[src/rtl/tmp_pkg.sv]
// Shared definitions for the temperature sample path: FSM states and range limits.
// calcu_tmp reuses the sensor range constants so both ends agree on what is plausible.
package tmp_pkg;

    localparam int         DATA_W_DEF   = 8;
    localparam logic [7:0] SENSOR_MIN_C = 8'd0;
    localparam logic [7:0] SENSOR_MAX_C = 8'd125;
    localparam logic [7:0] MAX_VALID_DEF = SENSOR_MAX_C;

    typedef enum logic [1:0] {
        IDLE   = 2'd0,
        CHECK  = 2'd1,
        ACCUM  = 2'd2,
        OUTPUT = 2'd3
    } state_t;

endpackage

[src/rtl/tmp_avg_ring.sv]
// Ring buffer with running sum for a power-of-two moving average.
// A push always wins over a flush arriving in the same cycle.
module tmp_avg_ring #(
    parameter int DATA_W     = 8,
    parameter int DEPTH_LOG2 = 3
) (
    input  logic                         clk,
    input  logic                         rst,
    input  logic                         push,
    input  logic [DATA_W-1:0]            data_in,
    input  logic                         flush,
    output logic [DATA_W+DEPTH_LOG2-1:0] sum,
    output logic                         full
);

    localparam int DEPTH = 1 << DEPTH_LOG2;
    localparam int SUM_W = DATA_W + DEPTH_LOG2;

    logic [DATA_W-1:0]     mem [DEPTH];
    logic [DEPTH_LOG2-1:0] wr_ptr;
    logic [DEPTH_LOG2:0]   fill;
    logic [DATA_W-1:0]     oldest;

    assign full   = (fill == (DEPTH_LOG2+1)'(DEPTH));
    // Until the window is full the slot being overwritten has never been summed.
    assign oldest = full ? mem[wr_ptr] : '0;

    always_ff @(posedge clk) begin
        if (rst) begin
            for (int i = 0; i < DEPTH; i++) begin
                mem[i] <= '0;
            end
            wr_ptr <= '0;
            fill   <= '0;
            sum    <= '0;
        end else if (push) begin
            mem[wr_ptr] <= data_in;
            wr_ptr      <= wr_ptr + 1'b1;
            if (!full) begin
                fill <= fill + 1'b1;
            end
            sum <= sum + SUM_W'(data_in) - SUM_W'(oldest);
        end else if (flush) begin
            wr_ptr <= '0;
            fill   <= '0;
            sum    <= '0;
        end
    end

endmodule

[src/rtl/tmp_sample_filter.sv]
// Captures raw I2C temperature reads, rejects implausible values, averages
// accepted samples and flags the output stale when the sensor goes quiet.
module tmp_sample_filter
    import tmp_pkg::*;
#(
    parameter int                DATA_W      = DATA_W_DEF,
    parameter int                DEPTH_LOG2  = 3,
    parameter logic [DATA_W-1:0] MAX_VALID   = DATA_W'(MAX_VALID_DEF),
    parameter int                TIMEOUT_CYC = 100_000_000
) (
    input  logic              clk,
    input  logic              rst,
    input  logic              i2c_done,
    input  logic [DATA_W-1:0] i2c_r_data,
    output logic [DATA_W-1:0] tmp_out,
    output logic              tmp_valid,
    output logic              tmp_update,
    output logic              stale,
    output logic [7:0]        reject_cnt,
    output state_t            fsm_state
);

    localparam int SUM_W = DATA_W + DEPTH_LOG2;
    localparam int CNT_W = $clog2(TIMEOUT_CYC + 1);

    state_t            state;
    logic              done_q;
    logic              start;
    logic [DATA_W-1:0] raw_q;
    logic [CNT_W-1:0]  tmo_cnt;
    logic              tmo_hit;
    logic              push;
    logic              flush;
    logic              full;
    logic [SUM_W-1:0]  sum;
    logic [SUM_W:0]    rounded;

    assign start     = i2c_done & ~done_q;
    assign push      = (state == ACCUM);
    assign tmo_hit   = (tmo_cnt == CNT_W'(TIMEOUT_CYC - 1));
    assign flush     = tmo_hit & ~push;
    assign rounded   = {1'b0, sum} + (SUM_W+1)'(1 << (DEPTH_LOG2 - 1));
    assign fsm_state = state;

    tmp_avg_ring #(
        .DATA_W     (DATA_W),
        .DEPTH_LOG2 (DEPTH_LOG2)
    ) u_ring (
        .clk     (clk),
        .rst     (rst),
        .push    (push),
        .data_in (raw_q),
        .flush   (flush),
        .sum     (sum),
        .full    (full)
    );

    always_ff @(posedge clk) begin
        if (rst) begin
            // Loading done_q here stops a level held across reset release from looking like a new edge.
            done_q     <= i2c_done;
            state      <= IDLE;
            raw_q      <= '0;
            tmp_out    <= '0;
            tmp_valid  <= 1'b0;
            tmp_update <= 1'b0;
            stale      <= 1'b0;
            reject_cnt <= '0;
            tmo_cnt    <= '0;
        end else begin
            done_q     <= i2c_done;
            tmp_update <= 1'b0;

            case (state)
                IDLE: begin
                    if (start) begin
                        raw_q <= i2c_r_data;
                        state <= CHECK;
                    end
                end
                CHECK: begin
                    if (raw_q[DATA_W-1] || (raw_q > MAX_VALID)) begin
                        if (reject_cnt != 8'hFF) begin
                            reject_cnt <= reject_cnt + 8'd1;
                        end
                        state <= IDLE;
                    end else begin
                        state <= ACCUM;
                    end
                end
                ACCUM: begin
                    state <= OUTPUT;
                end
                OUTPUT: begin
                    tmp_out    <= full ? rounded[DEPTH_LOG2 +: DATA_W] : raw_q;
                    tmp_update <= 1'b1;
                    tmp_valid  <= 1'b1;
                    state      <= IDLE;
                end
                default: state <= IDLE;
            endcase

            // The counter parks at TIMEOUT_CYC until the next accepted sample.
            if (push) begin
                tmo_cnt <= '0;
                stale   <= 1'b0;
            end else if (tmo_cnt < CNT_W'(TIMEOUT_CYC)) begin
                tmo_cnt <= tmo_cnt + 1'b1;
                if (tmo_hit) begin
                    stale     <= 1'b1;
                    tmp_valid <= 1'b0;
                end
            end
        end
    end

endmodule
[config.mk]
export PLATFORM = sky130hd
export DESIGN_NAME = tmp_sample_filter
export DESIGN_NICKNAME = d
export VERILOG_FILES = /design/src/rtl/tmp_pkg.sv /design/src/rtl/tmp_avg_ring.sv /design/src/rtl/tmp_sample_filter.sv
export SDC_FILE = /design/constraint.sdc
export NUM_CORES = 1
export LEC_CHECK = 0
export ABC_AREA = 1
export CAP_MARGIN = 0
export CORE_MARGIN = 8
export CORE_UTILIZATION = 60
export CTS_CLUSTER_SIZE = 16
export DETAILED_ROUTE_END_ITERATION = 8
export GPL_TIMING_DRIVEN = 0
export PLACE_DENSITY_LB_ADDON = 0.1
export SLEW_MARGIN = 40
export SYNTH_ARGS = -nofsm -noshare
export SYNTH_HDL_FRONTEND = slang
export SYNTH_SLANG_ARGS = --single-unit
export TNS_END_PERCENT = 20
[constraint.sdc]
create_clock -name clk -period 3.2 [get_ports clk]
set_clock_uncertainty 0.05 [all_clocks]
set_input_delay 0.64 -clock clk [delete_from_list [all_inputs] [get_ports clk]]
set_output_delay 0.64 -clock clk [all_outputs]
set_load 0.03 [all_outputs]
==> key figures, run 1 <==
Yosys
  – Post-Syn Area: approximately 7500 sq um
  – Main synth FF type: dfxtp_1
  – Mapped Avg Cell Area: ~7.7 sq um
  – Syn_nets: about 1000
  – Post-Synthesis Cells: about 980
  – Synth Register Bits: around 140
  – EDFF count, synth: 64
  – Asr flop ratio synth: 0%
  – Synthesis Warnings: 0
  – Sequential share of the synthesized area: 46.25%
  – Netlist cell types: 39

Critical path
  – Setup crit end kind: register
  – CP Launch Type: register
  – Worst Path Max Fanout: 10
  – Reg-to-reg critical path endpoint: u_ring.sum[7]
  – Crit path DAT: ~3.4 ns
  – CP Class: register to register
  – Critical Path RT: between 3 and 4 ns
  – R2r setup slk: just under 0.1 ns
  – Worst R2R Path Depth: 16

Clocking
  – Skew-Pair Late Insertion Delay: between 0.4 and 0.5 ns
  – H-tree lvl count: 4
  – Clk pin slew, worst setup/hold paths: 0.07 ns
  – Root buffer cell: clkbuf_16
  – Max clock buf depth: 2
  – Clock sink total: about 140
  – CTS tree: done
  – CTS Hold Bufs: 0
  – CTS Buf Count: 17

Detailed routing
  – Via density: around 5.4
  – Drt wl/cell: between 15 and 20 microns
  – First-iteration detailed-routing DRC count: about 660
  – Via count: roughly 6600
  – Drt pass-1 iters: 6
  – Final ANT Viol Nets: 0
  – Final wirelength: around 19 mm
  – Post-route DRC: 0

Power and ir drop
  – P_sw: between 1 and 1.5 mW
  – Worst ir drop on vdd: 293.0 uV
  – Clock power share: 42.5%
  – Flop pwr share: roughly 44%
  – Internal power: roughly 3.3 mW
  – Leakage: approximately 3.4 nW
  – Comb pwr share: 13.8%
  – Pwr per Cell Area: ~520 nW/um^2
  – Sw frac: between 20% and 30%

Floorplanning
  – Std cell rows: just over 40
  – Core box area: 12410 sq um
  – Die W: 128.0 microns
  – Starting Density: roughly 61%
  – IO Pins: 32
  – Die height: ~130 microns
  – Die Area: roughly 16000 sq um

Finish
  – Most common cell after layout, fill and taps aside: nand2_1
  – Fin util: a little over two thirds
  – Post-route insts no fill: approximately 1200
  – Area delta synth->final: 16.43%
  – FILL cells: between 1000 and 1500
  – Post-route cell area: between 8000 and 9000 sq um
  – Most frequent cells in the layout: nand2_1, nor2_1, inv_1
  – Antenna diodes: 0
  – Nets@finish: roughly 1100
  – Share of cells above drive strength 1: 8.857%

Timing
  – Final Slew Violations: 0
  – Slew HR: 49.65%
  – Hold Violations, Final: 0
  – Final WS setup: about 0.098 ns
  – RSZ-0062 raised after global routing: yes
  – Fin crit share: between 90 and 100%
  – Setup violators final: 0
  – Minimum clock period: around 3.1 ns
  – Final TNS setup: 0 ns
  – Slew @ Worst Pin: 0.7552 ns
  – Highest clock rate: between 300 and 400 MHz

Place
  – Final HPWL DP: between 10 and 15 mm
  – IO Port Bufs: 31
  – Post-Place Cells: roughly 1200
  – Placer's final routability congestion estimate: roughly 0.94
  – Setup slack after placement: -0.3292 ns
  – Placed cell areas: 8058 sq um

Hold path
  – Tightest Hold Check Type: register to register
  – Worst hold endpoint: stale
  – Hold_sp: stale
  – Hold path cells: 2

Run
  – Maxcap violations: 0

Status
  – Status: completed

GRT
  – Largest net degree at the start of global routing: 17
  – First-pass GRT wire length: a little over 30 mm
  – Remaining global-route overflow: 0
  – Global Route Usage Sum: 23.73%
  – Initial antenna violation count: 0
  – Vias in the first global route: slightly above 6000
[registers in the layout, summed over array words and instances (netlist names), 3 cells and up, named ones only]
| name | flops |
|---|---|
| raw_q | 8 |
| tmp_out | 8 |
| reject_cnt | 8 |
| tmo_cnt | 27 |
| u_ring.wr_ptr | 3 |
| u_ring.fill | 4 |
| u_ring.sum | 11 |
| u_ring.mem | 64 |
[power by group through the flow]
stage | clock [mW] | combinational, mW | sequential, mW
floorplan | 0 | 0.433 | 2.03
global placement | 0 | 0.581 | 2.04
detailed placement | 0 | 0.592 | 2.04
CTS | 1.96 | 0.602 | 2.00
global route | 2.04 | 0.708 | 2.01
finish | 1.95 | 0.633 | 2.00
[repair_timing]
item	CTS	global route
setup endpoints to repair	9	8
setup buffers	2	2
gates resized for setup	16	32
pin swaps	3	5
[worst max path at each step]
| stage | start | endpoint | cells past startpoint |
|---|---|---|---|
| floorplan | u_ring.fill[0] | u_ring.sum[8] | 17 |
| global placement | u_ring.fill[0] | u_ring.sum[8] | 17 |
| detailed placement | u_ring.fill[0] | u_ring.sum[8] | 17 |
| CTS | register | u_ring.sum[8] | 18 |
| global route | register | u_ring.sum[9] | 16 |
| finish | register | u_ring.sum[7] | 16 |
[metal layers]
metal	routed length (microns)	share of wire, %	GRT usage [%]	vias to the layer above
met1	8595	46	31.14	3001
met5	0	0	0	-
met4	482	2.6	10.56	0
li1	-	-	-	3323
met2	8654	46	37.62	252
met3	1091	5.8	4.160	44
[worst max-delay path, stage by stage (launching register included)]
cell     delay, ns
dfxtp_4       0.40
inv_2         0.07
buf_4         0.17
o21ai_0       0.18
o22ai_1       0.12
o21ai_0       0.24
a31oi_1       0.10
fa_1          0.52
inv_1         0.05
ha_1          0.35
a21oi_2       0.24
nor2_1        0.06
nor2_1        0.13
nand2_1       0.07
nand2_1       0.06
nand3_1       0.08
a21oi_1       0.14
[synthesized netlist by cell type (2+ instances only)]
cell type,number,area share (%)
nor3_1,3,0.20
buf_6,4,0.60
o21ai_0,65,4.3
fa_1,8,2.1
nand2_1,216,11
ha_1,18,3.0
a31oi_1,9,0.75
clkinv_1,2,0.10
edfxtp_1,64,26
nor2_4,2,0.30
a21oi_1,78,5.2
dfxtp_1,78,21
nor2_1,187,9.3
inv_2,5,0.25
nand3b_1,10,1.0
o22ai_1,9,0.75
o211ai_1,3,0.30
inv_1,91,4.5
nand3_1,47,3.1
nand4_1,9,0.75
xnor2_1,7,0.81
xor2_1,17,2.0
buf_1,3,0.15
clkbuf_1,20,1.0
buf_2,3,0.20
o21ai_1,2,0.13
nand2_2,11,0.91
[through the flow]
step,total power [mW],hold WS (ns)
detailed placement,2.631,0.3928
global route,4.754,0.4378
CTS,4.560,0.4048
global placement,2.618,0.3913
floorplan,2.467,0.4038
finish,4.583,0.4042
[cell type report]
class                      count  area (sq um)  share of cell area, %
tap                          172         215.2                  2.454
multi-input combinational    712          3593                  40.98
sequential                   142          3491                  39.81
clock buffer                  17         425.4                  4.851
timing repair buffer          35         340.3                  3.881
inverter                      99         374.1                  4.266
clock inverter                15         148.9                  1.698
buffer                        30         181.4                  2.069
[kinds of logic (layout without fill, tap and decap cells)]
family | Yosys count | in the layout | synth area share, %
AO/OA/AOI/OAI | 171 | 171 | 11.94
XOR/XNOR | 24 | 24 | 2.791
adder cells (fa/ha/maj) | 26 | 26 | 5.116
buffers and inverters | 129 | 196 | 6.910
flip-flops | 142 | 142 | 46.25
AND/OR/NAND/NOR | 491 | 491 | 26.99
(Power assumes the default switching activity.)
==> inputs of run 2 (changes only) <==
Settings changed: CORE_UTILIZATION 60 to 40.
==> run 2 against run 1 <==
Die area up 43%. Total power down 2.7%. Hold slack better by 0.0077 ns. Combinational power up 2%. Worst setup slack worse by 0.020 ns. Critical endpoint is now u_ring.sum[4]. Critical path depth down 2. Non-clock buffer count down 2. Largest cell class unchanged. Register-to-register slack worse by 0.02 ns.
==> key figures, run 2 (synthesis gave the netlist of run 1 again) <==
Place
  – IO Port Bufs: 31 (unchanged)
  – Post-Place Cells: 1248 (was 1186)
  – Placed cell areas: 8135 sq um (was 8058 sq um)
  – Placer's final routability congestion estimate: 0.8713 (was 0.9393)
  – Setup slack after placement: -0.4797 ns (was -0.3292 ns)
  – Final HPWL DP: 14.73 mm (was 13.44 mm)

Detailed routing
  – Post-route DRC: 0 (unchanged)
  – First-iteration detailed-routing DRC count: 392 (was 656)
  – Drt pass-1 iters: 5 (was 6)
  – Final wirelength: 19.87 mm (was 18.82 mm)
  – Via density: 4.985 (was 5.417)
  – Via count: 6391 (was 6620)
  – Final ANT Viol Nets: 0 (unchanged)
  – Drt wl/cell: 15.50 microns (was 15.40 microns)

Finish
  – FILL cells: 1871 (was 1024)
  – Register area: 3493 sq um (was 3491 sq um)
  – Most frequent cells in the layout: nand2_1, nor2_1, inv_1 (unchanged)
  – Nets@finish: 1072 (was 1074)
  – Area delta synth->final: 17.03% (was 16.43%)
  – Most flops, register: u_ring.mem (unchanged)
  – Regs by FF count: u_ring.mem x64, tmo_cnt x27, u_ring.sum x11 (unchanged)
  – Antenna diodes: 0 (unchanged)
  – Post-route insts no fill: 1282 (was 1222)
  – Number of flip-flops in the largest register: 64 (unchanged)
  – Share of cells above drive strength 1: 8.874% (was 8.857%)
  – Multi-input gate area: 3620 sq um (was 3593 sq um)
  – Post-route cell area: 8815 sq um (was 8770 sq um)
  – Most common cell after layout, fill and taps aside: nand2_1 (unchanged)

Hold path
  – Tightest Hold Check Type: register to register (unchanged)

Power and ir drop
  – Leakage: 3.391 nW (was 3.406 nW)
  – Sw frac: 27.49% (was 28.85%)
  – P_sw: 1.226 mW (was 1.322 mW)
  – Clock power share: 40.6% (was 42.5%)
  – Comb pwr share: 14.5% (was 13.8%)
  – Flop pwr share: 44.9% (was 43.7%)
  – Worst ir drop on vdd: 358.6 uV (was 293.0 uV)
  – Pwr per Cell Area: 506.0 nW/um^2 (was 522.6 nW/um^2)
  – Internal power: 3.234 mW (was 3.261 mW)
  – Overall power: 4.460 mW (was 4.583 mW)

Clocking
  – Skew-Pair Late Insertion Delay: 0.42 ns (was 0.43 ns)
  – CTS tree: done (unchanged)
  – CTS Buf Count: 17 (unchanged)
  – Clk pin slew, worst setup/hold paths: 0.06 ns (was 0.07 ns)
  – H-tree lvl count: 4 (unchanged)
  – Max clock buf depth: 2 (unchanged)
  – Root buffer cell: clkbuf_16 (unchanged)
  – Clock sink total: 142 (unchanged)

Critical path
  – Crit path DAT: 3.34 ns (was 3.41 ns)
  – CP Launch Type: register (unchanged)
  – R2r setup slk: 0.08 ns (was 0.1 ns)
  – Critical Path RT: 3.42 ns (was 3.51 ns)
  – Worst R2R Path Depth: 14 (was 16)
  – Worst Path Max Fanout: 10 (unchanged)
  – Reg-to-reg critical path endpoint: u_ring.sum[4] (was u_ring.sum[7])
  – CP endpoint: u_ring.sum[4] (was u_ring.sum[7])
  – Setup crit end kind: register (unchanged)
  – CP Class: register to register (unchanged)

GRT
  – Vias in the first global route: 6119 (was 6195)
  – First-pass GRT wire length: 31.95 mm (was 30.39 mm)
  – Largest net degree at the start of global routing: 17 (unchanged)
  – Remaining global-route overflow: 0 (unchanged)
  – Initial antenna violation count: 0 (unchanged)
  – Global Route Usage Sum: 17.17% (was 23.73%)

Floorplanning
  – Starting Density: 40.54% (was 60.67%)
  – Die Area: 23480 sq um (was 16400 sq um)
  – Die height: 153.2 microns (was 128.0 microns)
  – Core box area: 18580 sq um (was 12410 sq um)
  – Std cell rows: 50 (was 41)
  – Die W: 153.2 microns (was 128.0 microns)
  – IO Pins: 32 (unchanged)

Timing
  – RSZ-0062 raised after global routing: yes (unchanged)
  – Hold WS: 0.4119 ns (was 0.4042 ns)
  – Minimum clock period: 3.121 ns (was 3.102 ns)
  – Hold Violations, Final: 0 (unchanged)
  – Setup violators final: 0 (unchanged)
  – Slew @ Worst Pin: 0.7755 ns (was 0.7552 ns)
  – Final WS setup: 0.07859 ns (was 0.09837 ns)
  – Fin crit share: 97.54% (was 96.93%)
  – Highest clock rate: 320.4 MHz (was 322.4 MHz)
  – Final Slew Violations: 0 (unchanged)
  – Slew HR: 48.30% (was 49.65%)

Status
  – Status: completed (unchanged)

Run
  – Maxcap violations: 0 (unchanged)
==> run 2: cell type report <==
cell class,instances,area share (%)
clock buffers,23,5.082
plain buffers,30,2.087
clock inverters,9,0.8517
multi-input cells,712,41.06
flip-flops and latches,142,39.63
repair buffers,33,3.691
inverters,99,4.273
well taps,234,3.322
==> run 2: worst max-delay path, cell delays in order, from the launching register on <==
cell and delay [ns]:
dfxtp_4 0.37, inv_2 0.09, clkbuf_4 0.19, o21ai_0 0.08, o22ai_1 0.26, o21ai_1 0.12, a31oi_1 0.23, fa_1 0.47
inv_1 0.07, ha_1 0.31, nand2_1 0.15, nand3_2 0.12, or2_2 0.29, nand3_1 0.10, a21oi_1 0.08
==> run 2: timing repair <==
item / CTS / global route
setup buffers: 2 / 0
gates cloned: 0 / 0
gates resized for setup: 18 / 43
hold buffers: 0 / 0
setup endpoints to repair: 9 / 8
pin swaps: 1 / 6
==> run 2: stage by stage <==
| step | util, % | TNS, ns |
|---|---|---|
| 2_1_floorplan | - | 0 |
| 3_3_place_gp | 43.78 | -2.811 |
| 3_5_place_dp | 43.78 | -3.163 |
| 4_1_cts | 46.90 | 0 |
| 5_1_grt | 47.44 | -0.004603 |
| 6_report | 47.44 | 0 |
==> run 2: worst min-delay path by stage <==
stage                        from       endpoint  slack, ns  cells after the start
finish                      stale          stale       0.41                      2
global route                stale          stale       0.43                      2
CTS                         stale          stale       0.41                      2
detailed placement          stale          stale       0.40                      2
global placement            stale          stale       0.40                      2
floorplan           u_ring.sum[0]  u_ring.sum[0]       0.40                      2
==> run 2: metal layers <==
| metal | up-vias | global-route usage, % | routed length [microns] |
|---|---|---|---|
| met5 | - | 0 | 0 |
| met4 | 0 | 6.173 | 378 |
| met3 | 25 | 3.129 | 720 |
| met2 | 137 | 26.54 | 8667 |
| met1 | 2904 | 23.58 | 10100 |
| li1 | 3325 | - | - |
==> run 2: power groups by stage <==
stage / Clock, mW / Combinational [mW] / Sequential [mW]
2_1_floorplan: 0 / 0.433 / 2.03
3_3_place_gp: 0 / 0.596 / 2.04
3_5_place_dp: 0 / 0.599 / 2.04
4_1_cts: 1.84 / 0.610 / 2.00
5_1_grt: 1.92 / 0.739 / 2.01
6_report: 1.81 / 0.648 / 2.00
